===== src/rtl/timer_pkg.sv =====
// Shared constants, write-select encodings and the byte-merge helper for the
// Timer IP count/compare block.
package timer_pkg;

  localparam int CNT_W  = 64;
  localparam int HALF_W = 32;

  typedef enum logic [1:0] {
    SEL_CNT_LO = 2'd0,
    SEL_CNT_HI = 2'd1,
    SEL_CMP_LO = 2'd2,
    SEL_CMP_HI = 2'd3
  } wr_sel_e;

  localparam logic [CNT_W-1:0] CNT_RST = 64'h0000_0000_0000_0000;
  localparam logic [CNT_W-1:0] CMP_RST = 64'hFFFF_FFFF_FFFF_FFFF;

  function automatic logic [HALF_W-1:0] merge_bytes(input logic [HALF_W-1:0] old_v,
                                                    input logic [HALF_W-1:0] new_v,
                                                    input logic [3:0]        strb);
    logic [HALF_W-1:0] res;
    res = old_v;
    for (int b = 0; b < 4; b++) begin
      if (strb[b]) res[8*b +: 8] = new_v[8*b +: 8];
      else         res[8*b +: 8] = old_v[8*b +: 8];
    end
    return res;
  endfunction

endpackage


===== src/rtl/timer_reg64.sv =====
// 64-bit register with byte-strobed half writes, synchronous clear and increment.
// Priority: half write, then clear, then increment.
module timer_reg64
  import timer_pkg::*;
#(
  parameter logic [CNT_W-1:0] RST_VAL = 64'h0000_0000_0000_0000
) (
  input  logic              clk,
  input  logic              rst,
  input  logic              wr_lo,
  input  logic              wr_hi,
  input  logic [HALF_W-1:0] wr_data,
  input  logic [3:0]        wr_strb,
  input  logic              clr,
  input  logic              inc,
  output logic [CNT_W-1:0]  q
);

  logic [CNT_W-1:0] q_r;
  logic [CNT_W-1:0] q_nxt_s;

  // next-value selection; a half write suppresses clear and increment for the whole word
  always_comb begin
    q_nxt_s = q_r;
    if (wr_lo) begin
      q_nxt_s[HALF_W-1:0] = merge_bytes(q_r[HALF_W-1:0], wr_data, wr_strb);
    end else if (wr_hi) begin
      q_nxt_s[CNT_W-1:HALF_W] = merge_bytes(q_r[CNT_W-1:HALF_W], wr_data, wr_strb);
    end else if (clr) begin
      q_nxt_s = CNT_RST;
    end else if (inc) begin
      q_nxt_s = q_r + 64'd1;
    end else begin
      q_nxt_s = q_r;
    end
  end

  // value register
  always_ff @(posedge clk or posedge rst) begin
    if (rst) q_r <= RST_VAL;
    else     q_r <= q_nxt_s;
  end

  assign q = q_r;

endmodule


===== src/rtl/timer_counter.sv =====
// Free-running 64-bit timer count with compare match and sticky interrupt.
// Counts on the divider strobe, freezes under debug halt, clears when disabled.
module timer_counter
  import timer_pkg::*;
(
  input  logic              clk,
  input  logic              rst,
  input  logic              timer_en,
  input  logic              cnt_en,
  input  logic              halt_ack,
  input  logic              wr_en,
  input  logic [1:0]        wr_sel,
  input  logic [31:0]       wr_data,
  input  logic [3:0]        wr_strb,
  input  logic              int_en,
  input  logic              int_clr,
  output logic [CNT_W-1:0]  cnt,
  output logic [CNT_W-1:0]  cmp,
  output logic              int_st,
  output logic              tim_int
);

  logic timer_en_r;
  logic int_st_r;
  logic int_st_nxt_s;
  logic wr_act_s;
  logic fall_s;
  logic inc_s;
  logic match_s;
  logic cnt_wr_lo_s;
  logic cnt_wr_hi_s;
  logic cmp_wr_lo_s;
  logic cmp_wr_hi_s;

  // an all-zero strobe is treated as no write at all
  assign wr_act_s = wr_en & (wr_strb != 4'b0000);
  assign fall_s   = timer_en_r & ~timer_en;
  assign inc_s    = timer_en & cnt_en & ~halt_ack;
  assign match_s  = (cnt == cmp);

  // write target decode
  always_comb begin
    cnt_wr_lo_s = 1'b0;
    cnt_wr_hi_s = 1'b0;
    cmp_wr_lo_s = 1'b0;
    cmp_wr_hi_s = 1'b0;
    if (wr_act_s) begin
      case (wr_sel_e'(wr_sel))
        SEL_CNT_LO: cnt_wr_lo_s = 1'b1;
        SEL_CNT_HI: cnt_wr_hi_s = 1'b1;
        SEL_CMP_LO: cmp_wr_lo_s = 1'b1;
        SEL_CMP_HI: cmp_wr_hi_s = 1'b1;
        default:    cnt_wr_lo_s = 1'b0;
      endcase
    end else begin
      cnt_wr_lo_s = 1'b0;
    end
  end

  timer_reg64 #(.RST_VAL(CNT_RST)) u_cnt (
    .clk     (clk),
    .rst     (rst),
    .wr_lo   (cnt_wr_lo_s),
    .wr_hi   (cnt_wr_hi_s),
    .wr_data (wr_data),
    .wr_strb (wr_strb),
    .clr     (fall_s),
    .inc     (inc_s),
    .q       (cnt)
  );

  timer_reg64 #(.RST_VAL(CMP_RST)) u_cmp (
    .clk     (clk),
    .rst     (rst),
    .wr_lo   (cmp_wr_lo_s),
    .wr_hi   (cmp_wr_hi_s),
    .wr_data (wr_data),
    .wr_strb (wr_strb),
    .clr     (1'b0),
    .inc     (1'b0),
    .q       (cmp)
  );

  // sticky status: a match outranks a simultaneous clear
  always_comb begin
    if (match_s)      int_st_nxt_s = 1'b1;
    else if (int_clr) int_st_nxt_s = 1'b0;
    else              int_st_nxt_s = int_st_r;
  end

  // enable history and interrupt status registers
  always_ff @(posedge clk or posedge rst) begin
    if (rst) begin
      timer_en_r <= 1'b0;
      int_st_r   <= 1'b0;
    end else begin
      timer_en_r <= timer_en;
      int_st_r   <= int_st_nxt_s;
    end
  end

  assign int_st  = int_st_r;
  assign tim_int = int_st_r & int_en;

endmodule


===== config.mk =====
export PLATFORM = sky130hd
export DESIGN_NAME = timer_counter
export DESIGN_NICKNAME = d
export VERILOG_FILES = /design/src/rtl/timer_pkg.sv /design/src/rtl/timer_reg64.sv /design/src/rtl/timer_counter.sv
export SDC_FILE = /design/constraint.sdc
export NUM_CORES = 1
export LEC_CHECK = 0
export CAP_MARGIN = 20
export CORE_ASPECT_RATIO = 1.5
export CORE_MARGIN = 2
export CORE_UTILIZATION = 50
export DETAILED_ROUTE_END_ITERATION = 7
export GPL_ROUTABILITY_DRIVEN = 1
export MAX_ROUTING_LAYER = met4
export PLACE_DENSITY_LB_ADDON = 0.1
export SLEW_MARGIN = 20
export SYNTH_ARGS = -nofsm -noshare
export SYNTH_HDL_FRONTEND = slang
export SYNTH_SLANG_ARGS = --single-unit

===== constraint.sdc =====
create_clock -name clk -period 10.4 [get_ports clk]
set_input_delay 2.08 -clock clk [delete_from_list [all_inputs] [get_ports clk]]
set_output_delay 2.08 -clock clk [all_outputs]
set_load 0.005 [all_outputs]

==> run metrics <==
Cell Rows=56; startpoint types=primary input; WL final=between 30000 and 40000 microns; largest net degree at the start of global routing=a little over 70; hold_sp=int_st; cts hold-fix bufs=0; Bufs on Longest Clock Path=2; Finished Layout Cells=between 1000 and 1500; register area share after synthesis=42.3%; unrepaired setup endpoints after global routing=false; Die W=roughly 110 microns; Area contributors post-synth=dfstp_2 21%, dfrtp_1 21%, mux2_2 9.3%; CP max FO=1; leading area contributor after synthesis=dfstp_2; final setup vio count=0; hold path cells=2; root buffer cell=clkbuf_16; critical path capture point type=output pin; CTS resizes=0; area growth from synthesis to layout=30.8%; synth cell count leaders=71 x o21ai_0, 66 x dfrtp_1, 65 x mux2_2, 64 x dfstp_2, 64 x xnor2_1; die height=around 160 microns; GRT overflow=0; Clock Sinks=130; Comb pwr share=~29%; Max-cap violations=0; ys async rst share=between 90% and 100%; Post-CTS Repair Setup Buffers=0; arrival time at the worst endpoint=3.13 ns; TritonCTS clock tree=done; CP max-delay cell=clkdlybuf4s50_1; Inst Count DP=between 1000 and 1500; switching power=approximately 0.64 mW; CP Class=in -> out; drt first-iter violations=approximately 740; WL/cell=25.1 microns; Max VDD drop=between 100 and 150 uV; Least-Margin Pin Slew=between 0.9 and 1 ns; synthesis-stage register bit count=130; initial antenna violation count=1; R2R Path End=u_cnt.q[56]; Detail Placement HPWL=22700 microns; 1st-pass router iterations=8; H-tree lvl count=4; IO Count=around 180; ordered list of cells on the worst path=clkdlybuf4s50_1 > and2_1 > clkdlybuf4s50_1; routability congestion estimate=~0.99; syn_nets=between 900 and 1000; core area=roughly 16000 sq um; leading cell type by number of instances after synthesis=o21ai_0; Distinct cells, synth=a little under 50; Crit path required time=8.32 ns; pins over their slew limit=0; Ys Warns=0; most frequent CP cell=clkdlybuf4s50_1; Reg2Reg Launch Point=u_cnt.q[0]; Synth Instances=about 860; Reg2Reg Depth=7; vias in the first global route=~7500; P_int=about 1.3 mW; Final Hold Viols=0; Worst Hold End=int_st; Slew HR=a little under two fifths; initial core utilization=between 50% and 60%; Sw Ratio=32.7%; sequential group share of total power=between 40 and 50%; final period utilization=around 50%; hold crit path type=reg -> reg; fin crit period=5.21 ns; worst path buffer plus inverter count=2; Clk pwr share=between 20% and 30%; Worst R2R Setup Slack=~7 ns; status=completed; vias per cell=about 6.5; top cell type's share of synthesized area=21.3%; Leak Pwr=about 3.6 nW; largest delay contributor family on the critical path=buffers and inverters; Via Count=7911; clock skew=between 0.005 and 0.006 ns; Top FF cell, synth=dfrtp_1; die area=roughly 17000 sq um; Clock transition at path regs=around 0.060 ns; Worst path max stage delay=slightly below 0.5 ns; ANT nets after route=0; Inserted Clock Buffers=17; Clock Latency Late Sink=0.43 ns; nets=roughly 1000; mapped cell area=about 7900 sq um; f_max=192 MHz; TNS Setup=0 ns; GRT Util Overall=a little under two fifths; Power Dens Cells=~190 nW/um^2; global-route wire length before repair=roughly 46000 microns; DR DRC count=0; port bufs=175; layout cell share with drive strength beyond 1=17.4%; Syn Area/Cell=~9 sq um; Post-synth EDFFs=0
## cells by family (layout without fill, tap and decap cells)
group                      count (synthesis)  in the layout  share of synthesized area, %
other                                      0              1                             0
DFF                                      130            130                          42.3
buffers and inverters                     74            229                          3.90
and+or+nand+nor                          319            319                          21.6
muxes                                     69             69                          9.79
adders and majority gates                  1              1                         0.159
AOI/OAI and AO/OA                        199            199                          15.2
xor gates and xnor gates                  64             64                          7.11
## layout make-up
cell class              instances  area, sq um
fillers                      1311         5240
clock buffers                  20          437
multi-input cells             652         4280
repair buffers                185         1830
flip-flops and latches        130         3330
inverters                      12         47.5
diodes                          1         2.50
clock inverters                12          135
well taps                     203          254
## sequential cells by signal (all words and copies together) (netlist names)
register,flops
u_cmp.q,64
u_cnt.q,64
int_st,1
timer_en_r,1
## power groups by stage
stage / clock [mW] / sequential, mW / combinational [mW]
2_1_floorplan: 0 / 0.754 / 0.274
4_1_cts: 0.592 / 0.810 / 0.564
3_3_place_gp: 0 / 0.815 / 0.554
3_5_place_dp: 0 / 0.817 / 0.560
6_report: 0.590 / 0.814 / 0.567
5_1_grt: 0.613 / 0.830 / 0.604
## worst max-delay path by stage
stage | from | end | slack [ns] | cells past startpoint
finish | int_en | tim_int | 5.19 | 3
floorplan | rst | int_st | 4.96 | 1
detailed placement | wr_strb[1] | u_cnt.q[47] | 4.91 | 7
CTS | int_en | tim_int | 5.19 | 3
global placement | wr_strb[1] | u_cnt.q[47] | 5.04 | 7
global route | int_en | tim_int | 5.14 | 3
## through the flow
stage | cell area [sq um] | power [mW] | utilization (%) | setup slack (ns) | hold slack [ns]
after floorplan | 7880 | 1.03 | - | 4.96 | 0.528
after global placement | 9710 | 1.37 | 62.4 | 5.04 | 0.536
after detailed placement | 9710 | 1.38 | 62.4 | 4.91 | 0.562
after CTS | 10300 | 1.97 | 66.1 | 5.19 | 0.571
after global routing | 10300 | 2.05 | 66.3 | 5.14 | 0.611
final | 10300 | 1.97 | 66.3 | 5.19 | 0.560
## worst min-delay path, cell delays in order, from the launching register on
cell	delay, ns
dfrtp_1	0.39
inv_1	0.06
o21ai_0	0.07
## placed cells by master (no fill, tap or decap), types with 18 or more instances in the layout
cell type          n
nor2_1            50
nand4_1           44
xnor2_1           64
o21ai_0           71
dfstp_2           64
a21oi_1           51
nand2_1           60
mux2_2            65
dfrtp_1           66
nor4_1            27
and3_1            18
nand3_1           39
nor3_1            32
clkdlybuf4s50_1  175
## per-layer routing
layer	part of all wire (%)	wire, microns	global-route usage [%]	vias to the layer above
met1	37	11300	44.5	3924
met3	7.5	2300	5.31	88
li1	-	-	-	3469
met4	5.1	1570	18.9	0
met5	0	0	-	-
met2	50	15400	63.8	430
Power figures use the tool's default switching activity.
